## src/rtl/misc_in_debounce.sv

```systemverilog
`default_nettype none
// ============================================================================
// Module   : misc_in_debounce
// Purpose  : Per-bit synchronizer and debounce filter for discrete board inputs.
//            Each bit has a sticky edge flag; irq is the OR of all edge flags.
// Revision : 1.0 - initial release
// ============================================================================
module misc_in_debounce #(
    parameter int WIDTH       = 8,
    parameter int SYNC_STAGES = 2,
    parameter int DB_CYCLES   = 16
) (
    input  logic             clk,
    input  logic             reset_n,
    input  logic [WIDTH-1:0] raw_in,
    input  logic [WIDTH-1:0] edge_clr,
    output logic [WIDTH-1:0] debounced,
    output logic [WIDTH-1:0] edge_flags,
    output logic             irq
);

    localparam int              CNT_W   = $clog2(DB_CYCLES);
    localparam logic [CNT_W-1:0] CNT_MAX = CNT_W'(DB_CYCLES - 1);

    logic [SYNC_STAGES-1:0][WIDTH-1:0] sync_q;
    logic [WIDTH-1:0]                  synced;
    logic [WIDTH-1:0]                  deb_q;
    logic [WIDTH-1:0]                  deb_d;
    logic [WIDTH-1:0]                  flag_q;
    logic [WIDTH-1:0]                  flag_d;

    // Stage 0 samples the asynchronous inputs; the last stage is the synced level.
    always_ff @(posedge clk or negedge reset_n) begin
        if (!reset_n) begin
            sync_q <= '0;
        end else begin
            sync_q <= {sync_q[SYNC_STAGES-2:0], raw_in};
        end
    end

    assign synced = sync_q[SYNC_STAGES-1];

    generate
        for (genvar i = 0; i < WIDTH; i++) begin : g_bit
            logic [CNT_W-1:0] cnt_q;
            logic [CNT_W-1:0] cnt_d;
            logic             change;

            always_comb begin
                cnt_d    = '0;
                deb_d[i] = deb_q[i];
                change   = 1'b0;
                if (synced[i] != deb_q[i]) begin
                    if (cnt_q == CNT_MAX) begin
                        deb_d[i] = synced[i];
                        change   = 1'b1;
                    end else begin
                        cnt_d = cnt_q + 1'b1;
                    end
                end
            end

            // A new edge takes priority over a clear strobe on the same cycle.
            always_comb begin
                flag_d[i] = change | (flag_q[i] & ~edge_clr[i]);
            end

            always_ff @(posedge clk or negedge reset_n) begin
                if (!reset_n) begin
                    cnt_q <= '0;
                end else begin
                    cnt_q <= cnt_d;
                end
            end
        end
    endgenerate

    always_ff @(posedge clk or negedge reset_n) begin
        if (!reset_n) begin
            deb_q  <= '0;
            flag_q <= '0;
        end else begin
            deb_q  <= deb_d;
            flag_q <= flag_d;
        end
    end

    assign debounced  = deb_q;
    assign edge_flags = flag_q;
    assign irq        = |flag_q;

endmodule
`default_nettype wire

```

## config.mk

```make
export PLATFORM = sky130hd
export DESIGN_NAME = misc_in_debounce
export DESIGN_NICKNAME = d
export VERILOG_FILES = /design/src/rtl/misc_in_debounce.sv
export SDC_FILE = /design/constraint.sdc
export NUM_CORES = 1
export LEC_CHECK = 0
export CAP_MARGIN = 15
export CORE_ASPECT_RATIO = 0.8
export CORE_MARGIN = 5
export CORE_UTILIZATION = 53
export DETAILED_ROUTE_END_ITERATION = 12
export HOLD_SLACK_MARGIN = 0.12
export PLACE_DENSITY = 0.79
export SETUP_SLACK_MARGIN = 0.15
export SKIP_LAST_GASP = 1
export SYNTH_ARGS = -nofsm -noshare
export SYNTH_HDL_FRONTEND = slang
export SYNTH_SLANG_ARGS = --single-unit
export TNS_END_PERCENT = 30
```

## constraint.sdc

```tcl
create_clock -name clk -period 1.6 [get_ports clk]
set_input_delay 0.32 -clock clk [delete_from_list [all_inputs] [get_ports clk]]
set_output_delay 0.32 -clock clk [all_outputs]
set_load 0.005 [all_outputs]
```

==> results of run 1 <==
## per-stage QoR
stage                     area (um^2)  util [%]  power, W  worst slack [ps]  setup TNS, ps
after floorplan                  2490         -   0.00187               463              0
after global placement           2960      64.7   0.00197             -4.39          -4.39
after detailed placement         2960      64.7   0.00198             -74.0          -74.0
after CTS                        3150      69.0   0.00325             -79.3           -112
after global routing             3200      70.1   0.00336              -137           -206
final                            3200      70.1   0.00320             -48.6          -48.6
## placed cells by master (no fill, tap or decap)
master           Yosys  routed
a21o_1               2       2
a21oi_1             12      12
a311oi_1             2       2
a31oi_1              2       2
buf_12               0       1
buf_2                0       2
buf_4                0       9
buf_6                0       1
clkbuf_1             0       1
clkbuf_8             0      12
clkdlybuf4s15_1      0       3
clkdlybuf4s50_1      0      25
clkinv_2             0       3
dfrtp_1             64      64
dlygate4sd2_1        0       1
dlygate4sd3_1        0       1
dlymetal6s2s_1       0       3
ha_1                 8       8
inv_1               14      14
mux2_4               8       8
nand2_2              0       1
nand3_2              8       8
nand4b_1             6       6
nor2_1               8       8
nor2b_1              8       8
nor3b_1              8       8
nor4_1               2       1
nor4_2               0       1
o21ai_0              6       6
o22ai_1              8       8
xnor2_1             16      16
## path summary, 6_finish.rpt
path / startpoint / endpoint / slack [ps] / depth (start not counted)
max: edge_flags[7] / irq / -50 / 4
min: sync_q[5] / synced[5] / 340 / 0
max reg2reg: debounced[1] / edge_flags[1] / 320 / 4
min reg2reg: sync_q[5] / synced[5] / 340 / 0
max in group asynchronous: reset_n / g_bit[2].cnt_q[1] / 810 / 3
min in group asynchronous: reset_n / g_bit[6].cnt_q[3] / 530 / 3
## state kept, by name, indices dropped and copies added, names as in the netlist
| signal | cells |
|---|---|
| g_bit.cnt_q | 32 |
| debounced | 8 |
| edge_flags | 8 |
| sync_q | 8 |
| synced | 8 |
## logic make-up after synthesis
group	share of synthesized area [%]
flops	64.4
mux	4.83
xor+xnor	5.63
simple gates	11.6
compound gates	7.44
fa+ha+maj	4.02
buf+inv	2.11
## layer usage
metal / GRT usage, % / vias to the layer above / wire length (um)
met5: 0 / - / 0
met4: 6.75 / 0 / 63
met3: 7.82 / 6 / 261
met2: 25.5 / 42 / 2150
met1: 19.1 / 778 / 1860
li1: - / 759 / -
## synth_stat cells
master and n:
dfrtp_1 64, xnor2_1 16, inv_1 14, a21oi_1 12, ha_1 8, mux2_4 8
nand3_2 8, nor2_1 8, nor2b_1 8, nor3b_1 8, o22ai_1 8, nand4b_1 6
o21ai_0 6, a21o_1 2, a311oi_1 2, a31oi_1 2, nor4_1 2, nand2_1 1
## final cells by class
cell class              instances  area [um^2]  area share [%]
multi-input cells             105          843            26.3
clock inverters                 3         15.0           0.469
inverters                      14         52.6            1.64
repair buffers                 46          445            13.9
flip-flops and latches         64         1600            50.0
well taps                      60         75.1            2.34
clock buffers                  13          169            5.28
## report_power, final
part	switching [W]	total, W	internal, W
sequential	0.0000621	0.00175	0.00169
clock	0.000563	0.00124	0.000681
combinational	0.0000946	0.000203	0.000108
## what timing repair did
item,CTS,global route
resized for setup,13,4
pin swaps,1,1
hold buffers,1,0
setup endpoints to repair,17,14
endpoints found under the hold margin,64,0
buffers inserted,0,5
==> reports/metrics.csv, run 1 <==
metric,value,unit
post_drt_via_cell_ratio,5.20,
critical_path_arrival,1330,ps
die_w,86.6,um
fillers,353,
synth_nets,209,
final_nets,266,
ys_seq_area_share,64.4,%
synth_warnings,0,
path_buf_inv,2,
startpoint_type,flip-flop,
worst_path_max_delay_cell,dfrtp_1,
io_buffer_count,34,
vdd_drop_max,0.705,mV
ys_ff_latch,64,
p_per_area,999,nW/um^2
tightest_slew,454,ps
io_pins,35,
whs,343,ps
htree_levels,3,
slew_headroom,69.5,%
cpPeakStageDelay,390,ps
leakage,1.48,nW
drt-total-wl,4330,um
cts_buffer_depth,2,
required,1280,ps
slew_viol_final,0,
syn_inst,183,
grt_pass1_wl,7490,um
crit_fanout,2,
violations,negative setup slack,
diodes,0,
grt_max_degree,65,
rsz0062_at_grt,true,
drt_pass1_iterations,4,
period_share,103,%
maxCapViolations,0,
ant_nets,0,
gp_congestion,0.788,
final_layout_size_suffix_gt1_share,18.8,%
initial_core_util,54.5,%
path_class,reg2out,
post_drt_wl_per_cell,14.2,um
drc,0,
dpl.cell_count,283,
syn2layout_area_growth,28.7,%
cts_buffers,9,
dieArea,6170,um^2
fin_worst_skew,7.02,ps
syn_area_per_cell,13.6,um^2
path_cells,nor4_2 > buf_4 > nand2_2 > buf_2,
clk-insertion-delay-late,330,ps
cpLargestDelayFamily,flip-flops,
period_minus_slack,1650,ps
synth.area.top_cells,"dfrtp_1 64%, xnor2_1 5.6%, mux2_4 4.8%",
antenna_found_initial,0,
hpwl,3020,um
outcome,finished with violations,
path_clk_slew,60,ps
synth_cell_type_count,18,
numClockSinks,64,
die_h,71.3,um
setup_slack,-48.6,ps
core.rowCount,22,
grt_pass1_vias,1639,
hold_violations,0,
grt_remaining_overflow,0,
clock.fmax,607,MHz
cts_tree,yes,
yosys.area.top_type,dfrtp_1,
synth_top_area_share,64.4,%
core,4570,um^2
vias,1585,
syn_area,2490,um^2
hold_path.class,reg2reg,
cts-root-buf,clkbuf_8,
final_cell_count_no_fill,305,
drt-initial-drc-count,68,
final-setup-viol-count,1,
end_kind,primary output,
grt_use_total,16.2,%
Power figures use the tool's default switching activity.
==> run 2, diff against run 1 <==
CORE_UTILIZATION = 30   (was 53)
DONT_BUFFER_PORTS = 1   (was not set)
PLACE_DENSITY = 0.45   (was 0.79)
==> run 2 against run 1 <==
Compared with the run above: the run ends with negative hold slack, negative setup slack left; sequential power hardly changed; total power rose by 1.6%; maximum frequency increased by 1.1%; register-to-register slack better by 50 ps; clock skew down 0.94 ps; wire length rose by 5.5%; critical path depth is 1 lower; core utilization fell by 32 points; non-clock buffer count is 29 lower; largest power group unchanged; highest routed layer unchanged.
==> reports/metrics.csv, run 2 (synthesis results as in run 1) <==
metric,value,unit,change
final-setup-viol-count,1,,unchanged
leakage,1.30,nW,-13%
numClockSinks,64,,unchanged
path_cells,nor4_4 > buf_4 > nand2_4,,
io_pins,35,,unchanged
dieArea,10200,um^2,+66%
final_common_cell,dfrtp_1,,
violations,"negative hold slack, negative setup slack",,
initial_core_util,31.0,%,-23 points
setup_tns,-29.9,ps,+18.7 ps
largest_reg_flops,32,,unchanged
hold_violations,64,,+64
hold_buffers,16,,+15
p_per_area,1080,nW/um^2,+7.8%
hold_path.class,in2async,,
clock.fmax,614,MHz,+1.1%
whs,-327,ps,-669 ps
fin_worst_skew,6.08,ps,-0.935 ps
grt_pass1_wl,8020,um,+7.1%
drc,0,,unchanged
drt-initial-drc-count,26,,-62%
hpwl,3270,um,+8.3%
grt_use_total,9.95,%,-6.3 points
end_kind,primary output,,
gp_congestion,0.678,,-14%
final_layout_size_suffix_gt1_share,17.6,%,-1.2 points
cpPeakStageDelay,450,ps,+60 ps
cts_setup_buffers,0,,unchanged
period_share,102,%,-1.2 points
die_w,112,um,+29%
fin_area,3020,um^2,-5.7%
outcome,finished with violations,,
maxCapViolations,0,,unchanged
critical_path_arrival,1310,ps,-20 ps
post_drt_via_cell_ratio,4.55,,-12%
syn2layout_area_growth,21.3,%,
core.rowCount,29,,+32%
drt_pass1_iterations,4,,unchanged
clk-insertion-delay-late,330,ps,about the same
path_class,reg2out,,
cts_tree,yes,,
dpl.cell_count,292,,+3.2%
htree_levels,3,,unchanged
final_nets,237,,-11%
regMostFlops,g_bit.cnt_q,,
io_buffer_count,0,,-100%
crit_fanout,3,,+1
ant_nets,0,,unchanged
required,1280,ps,about the same
diodes,0,,unchanged
period_minus_slack,1630,ps,-18.7 ps
grt_max_degree,65,,unchanged
startpoint_type,flip-flop,,
cts_buffer_depth,2,,unchanged
tightest_slew,438,ps,-16.3 ps
final_cell_mix,"62 x dfrtp_1, 16 x xnor2_1, 16 x dlygate4sd3_1",,
slew_headroom,70.6,%,+1.1 points
worst_path_max_delay_cell,dfrtp_2,,
cts_buffers,9,,unchanged
grt_pass1_vias,1668,,+1.8%
grt_remaining_overflow,0,,unchanged
core,8020,um^2,+75%
die_h,91.5,um,+28%
drt-total-wl,4570,um,+5.5%
rsz0062_at_grt,true,,
path_clk_slew,80,ps,+20 ps
antenna_found_initial,0,,unchanged
place_area,2630,um^2,-11%
setup_slack,-29.9,ps,+18.7 ps
post_drt_wl_per_cell,14.1,um,-0.64%
slew_viol_final,0,,unchanged
vdd_drop_max,0.464,mV,-34%
placement.setup.worst_slack,109,ps,+183 ps
vias,1475,,-6.9%
cts-root-buf,clkbuf_8,,
final_cell_count_no_fill,324,,+6.2%
==> run 2: per-stage QoR <==
stage / utilization, % / total power (W)
finish: 37.7 / 0.00325
global route: 37.7 / 0.00341
CTS: 37.6 / 0.00332
detailed placement: 32.8 / 0.00190
global placement: 32.8 / 0.00188
floorplan: - / 0.00187
==> run 2: worst max-delay path: cells and delay by family (launching register included) <==
family / cells / cell delay (ps)
simple gates: 2 / 360
buf+inv: 1 / 170
flops: 1 / 450
==> run 2: final timing paths <==
check,start,end,slack (ps),cells after the start
setup / recovery,edge_flags[2],irq,-30,3
hold / removal,reset_n,sync_q[7],-330,0
hold reg to reg,sync_q[2],synced[2],350,0
setup reg to reg,g_bit[1].cnt_q[0],g_bit[1].cnt_q[3],370,3
min in group clk,sync_q[2],synced[2],350,0
max in group asynchronous,reset_n,edge_flags[2],1810,0
==> run 2: cell type report <==
class                      count  area, um^2
inverter                      14        52.6
sequential                    64        1600
clock inverter                 7        72.6
fill                         761        5000
tap                          108         135
multi-input combinational    105         863
clock buffer                   9         124
timing repair buffer          17         168
==> run 2: power by group <==
part           total, W  internal, W  switching (W)
Combinational  0.000155    0.0000918      0.0000628
Clock           0.00135     0.000718       0.000628
Sequential      0.00175      0.00169      0.0000617
Total           0.00325      0.00250       0.000752
==> run 2: routing by layer <==
metal	up-vias	wire length, um	track usage, %
li1	697	-	-
met1	739	1840	10.2
met2	32	2330	17.1
met3	7	330	5.65
met4	0	66	3.55
met5	-	0	0
==> run 2: what timing repair did <==
item,CTS,global route
setup endpoints to repair,1,1
pin swaps,1,1
hold endpoints to repair,80,64
gates resized for setup,6,1
==> run 3, diff against run 2 <==
CORE_ASPECT_RATIO = 0.9   (was 0.8)
==> run 3 against run 2 <==
Compared with the run above: critical path type unchanged; highest routed layer unchanged; maximum frequency grew 3.6%; sequential power hardly changed; wire length shrank 8.9%; critical endpoint unchanged; the run ends with negative hold slack left; combinational power hardly changed.
==> reports/metrics.csv, run 3 (synthesis results as in run 1) <==
metric,value,unit,change
end_kind,primary output,,
setup_tns,0,ps,+29.9 ps
rsz0062_at_grt,true,,
gp_congestion,0.669,,-1.4%
p_per_area,1050,nW/um^2,-2.9%
cts-root-buf,clkbuf_8,,
final_common_cell,dfrtp_1,,
drt-total-wl,4160,um,-8.9%
post_drt_via_cell_ratio,4.52,,-0.77%
critical_path_arrival,1250,ps,-60 ps
cts_buffer_depth,2,,unchanged
slew_viol_final,0,,unchanged
setup_slack,26.7,ps,+56.6 ps
path_clk_slew,70,ps,about the same
syn2layout_area_growth,19.1,%,
ant_nets,0,,unchanged
period_share,98.3,%,-3.5 points
grt_remaining_overflow,0,,unchanged
drt-initial-drc-count,25,,-3.8%
cts_tree,yes,,
violations,negative hold slack,,
switching_share,23.2,%,+0.086 points
hold_violations,64,,unchanged
clkPwrFrac,38.7,%,-2.7 points
grt_max_degree,65,,unchanged
drc,0,,unchanged
final_cell_mix,"63 x dfrtp_1, 16 x xnor2_1, 16 x dlygate4sd3_1",,
required,1280,ps,about the same
grt_pass1_vias,1473,,-12%
pwr-share-seq,56.4,%,+2.6 points
regMostFlops,g_bit.cnt_q,,
p_int,0.00238,W,-4.8%
antenna_found_initial,0,,unchanged
leakage,1.28,nW,-1.6%
htree_levels,3,,unchanged
hold_path.class,in2async,,
clk-insertion-delay-late,330,ps,about the same
initial_core_util,30.8,%,-0.19 points
outcome,finished with violations,,
startpoint,edge_flags[3],,
clock.fmax,636,MHz,+3.6%
hpwl,2700,um,-17%
vdd_drop_max,0.589,mV,+27%
io_buffer_count,0,,unchanged
path_class,reg2out,,
largest_reg_flops,32,,unchanged
final_layout_size_suffix_gt1_share,16.2,%,-1.4 points
final_nets,237,,unchanged
core.rowCount,31,,+6.9%
grt_pass1_wl,7110,um,-11%
r2r_start,g_bit[2].cnt_q[0],,
period_minus_slack,1570,ps,-56.6 ps
whs,-318,ps,+8.35 ps
drt_pass1_iterations,4,,unchanged
placement.setup.worst_slack,325,ps,+217 ps
crit_fanout,3,,unchanged
slew_headroom,66.9,%,-3.7 points
numClockSinks,64,,unchanged
die_w,106,um,-5.2%
grt_use_total,9.19,%,-0.76 points
tightest_slew,492,ps,+54.5 ps
fin_worst_skew,9.01,ps,+2.93 ps
core,8070,um^2,+0.61%
post_drt_wl_per_cell,13.2,um,-6.3%
dieArea,10200,um^2,about the same
place_area,2620,um^2,-0.43%
fin_util,36.7,%,-0.91 points
diodes,0,,unchanged
final-setup-viol-count,0,,-1
vias,1423,,-3.5%
cts_buffers,9,,unchanged
maxCapViolations,0,,unchanged
startpoint_type,flip-flop,,
hold_buffers,16,,unchanged
io_pins,35,,unchanged
die_h,96.4,um,+5.4%
fillers,811,,+6.6%
switchingPower,0.000720,W,-4.3%
fin_area,2960,um^2,-1.8%
total_power,0.00310,W,-4.7%
p_comb_share,4.9,%,about the same
-- run 3: final timing paths --
check | slack (ps) | to | cells past startpoint
max in group asynchronous | 1800 | synced[4] | 0
setup / recovery | 30 | irq | 3
min in group clk | 350 | synced[6] | 0
setup reg to reg | 400 | debounced[2] | 3
hold / removal | -320 | debounced[5] | 0
hold reg to reg | 350 | synced[6] | 0
-- run 3: per-stage QoR --
stage	instances	hold slack (ps)
global placement	283	27.3
CTS	315	-355
floorplan	183	24.4
detailed placement	283	27.6
global route	315	-362
finish	315	-318
-- run 3: per-layer routing --
layer | track usage, % | part of all wire (%) | wire length, um | vias to the layer above
met5 | 0 | 0 | 0 | -
met1 | 11.1 | 48 | 1980 | 685
li1 | - | - | - | 693
met4 | 2.91 | 0.53 | 22 | 0
met3 | 5.78 | 9.0 | 375 | 4
met2 | 13.5 | 43 | 1780 | 41
-- run 3: power groups by stage --
stage,Clock [W],Combinational [W],Sequential [W]
2_1_floorplan,0,0.000104,0.00177
3_3_place_gp,0,0.000122,0.00178
3_5_place_dp,0,0.000120,0.00178
4_1_cts,0.00128,0.000154,0.00175
5_1_grt,0.00136,0.000175,0.00176
6_report,0.00120,0.000152,0.00175
-- run 3: layout make-up --
cell class | count | area, um^2 | area share (%)
Sequential cell | 64 | 1600 | 54.1
Multi-Input combinational cell | 105 | 843 | 28.5
Timing Repair Buffer | 17 | 168 | 5.66
Clock buffer | 11 | 141 | 4.77
Tap cell | 99 | 124 | 4.18
Inverter | 14 | 52.6 | 1.77
Clock inverter | 5 | 32.5 | 1.10
-- run 3: timing repair --
| action | 4_1_cts | 5_1_grt |
|---|---|---|
| buffers inserted | 0 | 0 |
| endpoints found under the hold margin | 80 | 64 |
| resized for setup | 1 | 2 |
| endpoints found under the setup margin | 1 | 1 |
| pin swaps | 0 | 1 |
-- run 3: critical path: stages (launching register included) --
cell,delay [ps]
dfrtp_2,440
nor4_2,270
buf_4,160
nand2_2,60
